## src/rtl/id_exe_reg.sv

```systemverilog
// ID/EX pipeline register for the ARM pipeline: flush, freeze (stall) and a
// write-back snoop that keeps held or loading operand values coherent.
module id_exe_reg #(
    parameter int DATA_W   = 32,
    parameter int REG_W    = 4,
    parameter int PC_INDEX = 15
) (
    input  logic              clk,
    input  logic              rst,
    input  logic              flush,
    input  logic              freeze,
    input  logic              valid_in,
    input  logic [DATA_W-1:0] pc_in,
    input  logic              wb_en_in,
    input  logic              mem_r_en_in,
    input  logic              mem_w_en_in,
    input  logic              b_in,
    input  logic              s_in,
    input  logic              imm_in,
    input  logic [3:0]        exe_cmd_in,
    input  logic [DATA_W-1:0] val_rn_in,
    input  logic [DATA_W-1:0] val_rm_in,
    input  logic [REG_W-1:0]  src1_in,
    input  logic [REG_W-1:0]  src2_in,
    input  logic [REG_W-1:0]  dest_in,
    input  logic [11:0]       shift_operand_in,
    input  logic [23:0]       signed_imm_24_in,
    input  logic [3:0]        status_in,
    input  logic              writeBackEn,
    input  logic [REG_W-1:0]  Dest_wb,
    input  logic [DATA_W-1:0] Result_WB,
    output logic              valid_out,
    output logic [DATA_W-1:0] pc_out,
    output logic              wb_en_out,
    output logic              mem_r_en_out,
    output logic              mem_w_en_out,
    output logic              b_out,
    output logic              s_out,
    output logic              imm_out,
    output logic [3:0]        exe_cmd_out,
    output logic [DATA_W-1:0] val_rn_out,
    output logic [DATA_W-1:0] val_rm_out,
    output logic [REG_W-1:0]  src1_out,
    output logic [REG_W-1:0]  src2_out,
    output logic [REG_W-1:0]  dest_out,
    output logic [11:0]       shift_operand_out,
    output logic [23:0]       signed_imm_24_out,
    output logic [3:0]        status_out
);
    localparam logic [REG_W-1:0] PC_IDX = REG_W'(PC_INDEX);

    // Index 0 is the rn operand path, index 1 the rm operand path.
    logic [REG_W-1:0]  src_in_arr   [2];
    logic [REG_W-1:0]  src_held_arr [2];
    logic [DATA_W-1:0] val_in_arr   [2];
    logic [DATA_W-1:0] val_held_arr [2];
    logic [DATA_W-1:0] val_next     [2];
    logic [REG_W-1:0]  snoop_idx    [2];
    logic              snoop_hit    [2];

    assign src_in_arr[0]   = src1_in;
    assign src_in_arr[1]   = src2_in;
    assign src_held_arr[0] = src1_out;
    assign src_held_arr[1] = src2_out;
    assign val_in_arr[0]   = val_rn_in;
    assign val_in_arr[1]   = val_rm_in;
    assign val_held_arr[0] = val_rn_out;
    assign val_held_arr[1] = val_rm_out;

    generate
        for (genvar gi = 0; gi < 2; gi++) begin : g_snoop
            // A held bubble carries no real operands, so it never snoops.
            assign snoop_idx[gi] = freeze ? src_held_arr[gi] : src_in_arr[gi];
            assign snoop_hit[gi] = writeBackEn && (Dest_wb != PC_IDX) &&
                                   (Dest_wb == snoop_idx[gi]) && (!freeze || valid_out);
            assign val_next[gi]  = snoop_hit[gi] ? Result_WB :
                                   (freeze ? val_held_arr[gi] : val_in_arr[gi]);
        end
    endgenerate

    always_ff @(posedge clk) begin
        if (rst || flush) begin
            valid_out         <= 1'b0;
            pc_out            <= '0;
            wb_en_out         <= 1'b0;
            mem_r_en_out      <= 1'b0;
            mem_w_en_out      <= 1'b0;
            b_out             <= 1'b0;
            s_out             <= 1'b0;
            imm_out           <= 1'b0;
            exe_cmd_out       <= '0;
            val_rn_out        <= '0;
            val_rm_out        <= '0;
            src1_out          <= '0;
            src2_out          <= '0;
            dest_out          <= '0;
            shift_operand_out <= '0;
            signed_imm_24_out <= '0;
            status_out        <= '0;
        end else begin
            val_rn_out <= val_next[0];
            val_rm_out <= val_next[1];
            if (!freeze) begin
                valid_out         <= valid_in;
                pc_out            <= pc_in;
                wb_en_out         <= wb_en_in;
                mem_r_en_out      <= mem_r_en_in;
                mem_w_en_out      <= mem_w_en_in;
                b_out             <= b_in;
                s_out             <= s_in;
                imm_out           <= imm_in;
                exe_cmd_out       <= exe_cmd_in;
                src1_out          <= src1_in;
                src2_out          <= src2_in;
                dest_out          <= dest_in;
                shift_operand_out <= shift_operand_in;
                signed_imm_24_out <= signed_imm_24_in;
                status_out        <= status_in;
            end
        end
    end
endmodule

```

## config.mk

```make
export PLATFORM = sky130hd
export DESIGN_NAME = id_exe_reg
export DESIGN_NICKNAME = d
export VERILOG_FILES = /design/src/rtl/id_exe_reg.sv
export SDC_FILE = /design/constraint.sdc
export NUM_CORES = 1
export LEC_CHECK = 0
export CAP_MARGIN = 30
export CORE_MARGIN = 4
export CORE_UTILIZATION = 30
export DETAILED_ROUTE_END_ITERATION = 10
export PLACE_DENSITY_LB_ADDON = 0.12
export SYNTH_ARGS = -nofsm -noshare
export SYNTH_HDL_FRONTEND = slang
export SYNTH_SLANG_ARGS = --single-unit
```

## constraint.sdc

```tcl
create_clock -name clk -period 2.7 [get_ports clk]
set_input_delay 0.675 -clock clk [delete_from_list [all_inputs] [get_ports clk]]
set_output_delay 0.675 -clock clk [all_outputs]
set_load 0.05 [all_outputs]
```

==> metrics.cfg, run 1 <==
[routing]
highest-signal-layer = met4
dr_wl_met3_um = 2140
drt-total-wl_um = 22100
wl_per_cell_um = 17.9
drt-met1-wl_um = 8790
final_antenna_net_count = 0
drt-initial-drc-count = 286
via_per_inst = 4.64
via_count = 5723
drc_errors = 0
wl_met2_um = 10800
dr.pass1.iters = 4

[place]
portBuffers = 358
place.gp.congestion = 0.755
dpl.hpwl_um = 15800

[cts]
cts_resized = 0
cts_sinks = 159
root_buffer = clkbuf_16
post_cts_buffers = 0
cts_made_buffers = 17
cts.htree.levels = 4
clk_latency_ps = 410
clockBufferDepth = 2
postCtsHoldBufs = 0
clk_pin_slew_worst_paths_ps = 70
cts_tree = built

[critical_path]
slowest_stage = clkdlybuf4s50_1
cp_max_fo = 3
cpLargestDelayFamily = buffers and inverters
cpPeakStageDelay_ps = 890
crit_cells = 1
arrival_ps = 1650
worstPathCellList = clkdlybuf4s50_1
critPathKind = reg2out
crit_path_end_kind = primary output
worst_setup_path_start_kind = register
crit_required_ps = 2030
r2r_cells = 6
critPathBufInv = 1

[power]
finalPower_w = 0.00608
comb_power_share_pct = 19.3
swShare_pct = 27.3
power_frac_seq_pct = 40.6
intPower_w = 0.00442
p_clk_share_pct = 40.1
powerDensity_nw_per_um2 = 564
peakVddDrop_mv = 0.412
p_leak_nw = 4.24
p_switching_w = 0.00166

[synth]
synthArstFlopShare_pct = 0
synth_top_area_share_pct = 50.1
synth_area_per_cell_sq_um = 10.3
synthFlopType = dfxtp_1
yosys_register_bits = 159
synth_top_cells_by_count = dfxtp_1 (159), mux2i_1 (159), nor2_1 (96)
ys.warnings.count = 0
synth-edff-count = 0
synth_area_leader_cell = dfxtp_1
ys_top_cells_by_area = dfxtp_1 (50%), mux2i_1 (25%), o31ai_1 (7.6%), nor2_1 (5.7%), a21oi_1 (5.0%)
netlist-cell-type-count = 14
syn_inst = 617
synth-seq-area-share_pct = 50.1
synth_area_sq_um = 6350
syn-num-nets = 817

[sta]
fmax_mhz = 429
setup_tns_ps = 0
setup_viol = 0
maxSlewViolCount = 0
clock_skew_ps = 11.9
relSlewSlack_pct = 60.0
finalCritPeriodShare_pct = 86.2
period_minus_slack_ps = 2330
rsz0062_at_grt = false
hold_violations = 0
worstMarginPinSlew_ps = 598

[grt]
grt_pass1_wl_um = 33800
grt_max_degree = 72
grtUsageTotal_pct = 18.1
globalRouteOverflowTotal = 0
grt_antenna_before_repair = 1
grt_pass1_vias = 5831

[layout]
area_growth_syn_to_layout_pct = 69.6
drive_above_1_share_pct = 4.89
fin_nets = 1150
final_util_pct = 52.4

[floorplan]
dieHeight_um = 154
start_util_pct = 30.9
pin_count = 359
die_x_um = 154
dieArea_sq_um = 23600
num_rows = 52
core_sq_um = 20600

[status]
status = complete, no violations

[job]
maxCapViolations = 0

[min_path]
whs_path_depth = 2
hp-class = reg2reg

[area by class of cell]
| class | instances | area, sq um |
|---|---|---|
| fill | 1971 | 9790 |
| clock inverter | 11 | 128 |
| antenna | 1 | 2.50 |
| clock buffer | 20 | 467 |
| timing repair buffer | 371 | 3770 |
| multi-input combinational | 401 | 2890 |
| sequential | 159 | 3180 |
| tap | 270 | 338 |
[cells in the final DEF (no fill, tap or decap)]
cell	n
clkdlybuf4s50_1	357
mux2i_1	159
dfxtp_1	159
nor2_1	95
o31ai_1	64
a21oi_1	64
clkbuf_16	17
xor2_1	8
buf_4	7
buf_12	5
clkbuf_8	4
inv_6	4
nand3_1	3
nand2b_1	3
clkinvlp_4	3
or2_1	2
bufinv_16	2
clkinv_2	2
diode_2	1
or2_2	1
nand4_1	1
nor2_4	1
buf_16	1
[sequential cells by signal (all words and copies together), names as in the netlist]
register           flops
b_out                  1
dest_out               4
exe_cmd_out            4
imm_out                1
mem_r_en_out           1
mem_w_en_out           1
pc_out                32
s_out                  1
shift_operand_out     12
signed_imm_24_out     24
src1_out               4
src2_out               4
status_out             4
val_rm_out            32
val_rn_out            32
valid_out              1
wb_en_out              1
[cells by family after synthesis]
| kind of cell | share of synthesized area, % |
|---|---|
| and+or+nand+nor | 6.60 |
| buffers and inverters | 4.53 |
| muxes | 25.1 |
| xor gates and xnor gates | 1.10 |
| AOI/OAI and AO/OA | 12.6 |
| DFF | 50.1 |
[final timing paths]
check                       startpoint                    to  slack [ps]
setup / recovery             valid_out             valid_out         370
hold reg to reg   shift_operand_out[6]  shift_operand_out[6]         490
hold / removal    shift_operand_out[6]  shift_operand_out[6]         490
setup reg to reg           src1_out[3]         val_rn_out[2]        1060
[per-stage QoR]
stage               worst slack [ps]  hold slack, ps  std cells  cell area, sq um
floorplan                        547             746        617              6350
global placement                 330             473       1200             10100
detailed placement               284             486       1200             10100
CTS                              305             500       1231             10700
global route                     286             525       1233             10800
finish                           371             494       1233             10800
[power by group through the flow]
stage | Clock, W | Sequential (W) | Combinational (W)
floorplan | 0 | 0.00280 | 0.000340
global placement | 0 | 0.00252 | 0.00117
detailed placement | 0 | 0.00252 | 0.00118
CTS | 0.00252 | 0.00247 | 0.00118
global route | 0.00261 | 0.00248 | 0.00125
finish | 0.00244 | 0.00247 | 0.00117
[layer usage]
layer  vias up  GRT usage [%]
li1       2857              -
met1      2614           20.8
met2       228           30.6
met3        24           7.90
met4         0           5.72
met5         -              0
Note: power is estimated with default switching activity, not from simulation.
==> run 2: changes to the inputs <==
--- a/config.mk
+++ b/config.mk
@@ -6,9 +6,10 @@
 export NUM_CORES = 1
 export LEC_CHECK = 0
 export CAP_MARGIN = 30
-export CORE_MARGIN = 4
-export CORE_UTILIZATION = 30
+export CORE_AREA = 2 2 139 141
+export CTS_BUF_LIST = sky130_fd_sc_hd__clkbuf_4 sky130_fd_sc_hd__clkbuf_8 sky130_fd_sc_hd__clkbuf_16
 export DETAILED_ROUTE_END_ITERATION = 10
+export DIE_AREA = 0 0 141 143
 export PLACE_DENSITY_LB_ADDON = 0.12
 export SYNTH_ARGS = -nofsm -noshare
 export SYNTH_HDL_FRONTEND = slang
==> run 2 against run 1 <==
Maximum frequency up 1.6%. Sequential power barely moved. Power down 2.2%. Routed wire length is 2.4% lower. Critical path type unchanged. Critical endpoint is now exe_cmd_out[1].
==> metrics.cfg, run 2 (same netlist as run 1, synthesis figures left out) <==
[layout]
fin_nets = 1153
final_area_sq_um = 10700
largest_registers = pc_out (32), val_rm_out (32), val_rn_out (32)
drive_above_1_share_pct = 5.28
area_growth_syn_to_layout_pct = 68.5
final_util_pct = 57.6
antenna_cells = 0
fin_cells = 1200
final_common_cell = clkdlybuf4s50_1
layout_common_cells = clkdlybuf4s50_1 (357), mux2i_1 (159), dfxtp_1 (159)

[cts]
clk_pin_slew_worst_paths_ps = 60
cts_tree = built
cts_resized = 0
clockBufferDepth = 2
cts_made_buffers = 17
post_cts_buffers = 0
cts.htree.levels = 4
cts_sinks = 159
root_buffer = clkbuf_16
postCtsHoldBufs = 0
clk_latency_ps = 420

[place]
dpl.hpwl_um = 15900
placedInstanceArea_sq_um = 10100
place.gp.congestion = 0.759
portBuffers = 358
place_inst = 1168

[status]
status = complete, no violations

[critical_path]
cpLargestDelayFamily = buffers and inverters
r2r_cells = 6
slowest_stage = clkdlybuf4s50_1
worst_setup_path_start_kind = register
crit_cells = 1
crit_path_end_kind = primary output
worstPathCellList = clkdlybuf4s50_1
critPathKind = reg2out
cp_max_fo = 2
arrival_ps = 1620
crit_required_ps = 2030
cpPeakStageDelay_ps = 860
critPathBufInv = 1

[grt]
grt_pass1_vias = 5740
grt_pass1_wl_um = 32100
grt_antenna_before_repair = 0
grtUsageTotal_pct = 20.7
globalRouteOverflowTotal = 0
grt_max_degree = 74

[power]
peakVddDrop_mv = 0.469
powerDensity_nw_per_um2 = 555
p_leak_nw = 4.23

[floorplan]
pin_count = 359
start_util_pct = 34.2
core_sq_um = 18600
num_rows = 50
dieHeight_um = 143
die_x_um = 141
dieArea_sq_um = 20200

[routing]
dr.pass1.iters = 4
drc_errors = 0
drt-total-wl_um = 21600
via_count = 5771
wl_per_cell_um = 18.0
drt-initial-drc-count = 330
final_antenna_net_count = 0
via_per_inst = 4.81

[min_path]
whs_path_depth = 2
hp-class = reg2reg

[sta]
hold_violations = 0
setup_tns_ps = 0
setup_viol = 0
fmax_mhz = 436
worstMarginPinSlew_ps = 826
period_minus_slack_ps = 2290
clock_skew_ps = 8.79
finalCritPeriodShare_pct = 84.9
relSlewSlack_pct = 44.9
maxSlewViolCount = 0
rsz0062_at_grt = false

[job]
maxCapViolations = 0

==> run 2: path summary, 6_finish.rpt <==
kind	to	slack [ps]	start
setup / recovery	exe_cmd_out[1]	410	exe_cmd_out[1]
hold reg to reg	dest_out[3]	500	dest_out[3]
hold / removal	dest_out[3]	500	dest_out[3]
setup reg to reg	val_rm_out[0]	990	src2_out[1]
==> run 2: layout make-up <==
class / count / area [sq um]
Clock buffer: 23 / 495
Timing Repair Buffer: 374 / 3770
Clock inverter: 9 / 72.6
Tap cell: 234 / 293
Multi-Input combinational cell: 401 / 2890
Sequential cell: 159 / 3180
Fill cell: 1681 / 7880
==> run 2: worst min-delay path: cells and delay by family (launching register included) <==
family | cells | cell delay [ps]
mux | 1 | 70
simple gates | 1 | 70
flops | 1 | 330
==> run 2: layer usage <==
layer  wire length, um  part of all wire (%)  vias to the layer above  global-route usage, %
met1              8550                    40                     2626                   23.7
li1                  -                     -                     2859                      -
met4               518                   2.4                        0                   7.16
met2             10500                    48                      251                   34.8
met3              2080                   9.6                       35                   9.09
met5                 0                     0                        -                      0
==> run 2: through the flow <==
step / setup WS [ps] / power, W / hold slack (ps)
floorplan: 547 / 0.00314 / 746
global placement: 239 / 0.00370 / 474
detailed placement: 238 / 0.00371 / 486
CTS: 373 / 0.00602 / 502
global route: 338 / 0.00620 / 522
finish: 407 / 0.00594 / 497
==> run 2: where the power goes <==
part | leakage, nW | total, W | switching [W] | internal [W]
sequential | 1.30 | 0.00247 | 0.0000412 | 0.00243
clock | 0.278 | 0.00230 | 0.000988 | 0.00131
combinational | 2.66 | 0.00118 | 0.000623 | 0.000555
total | 4.23 | 0.00594 | 0.00165 | 0.00429
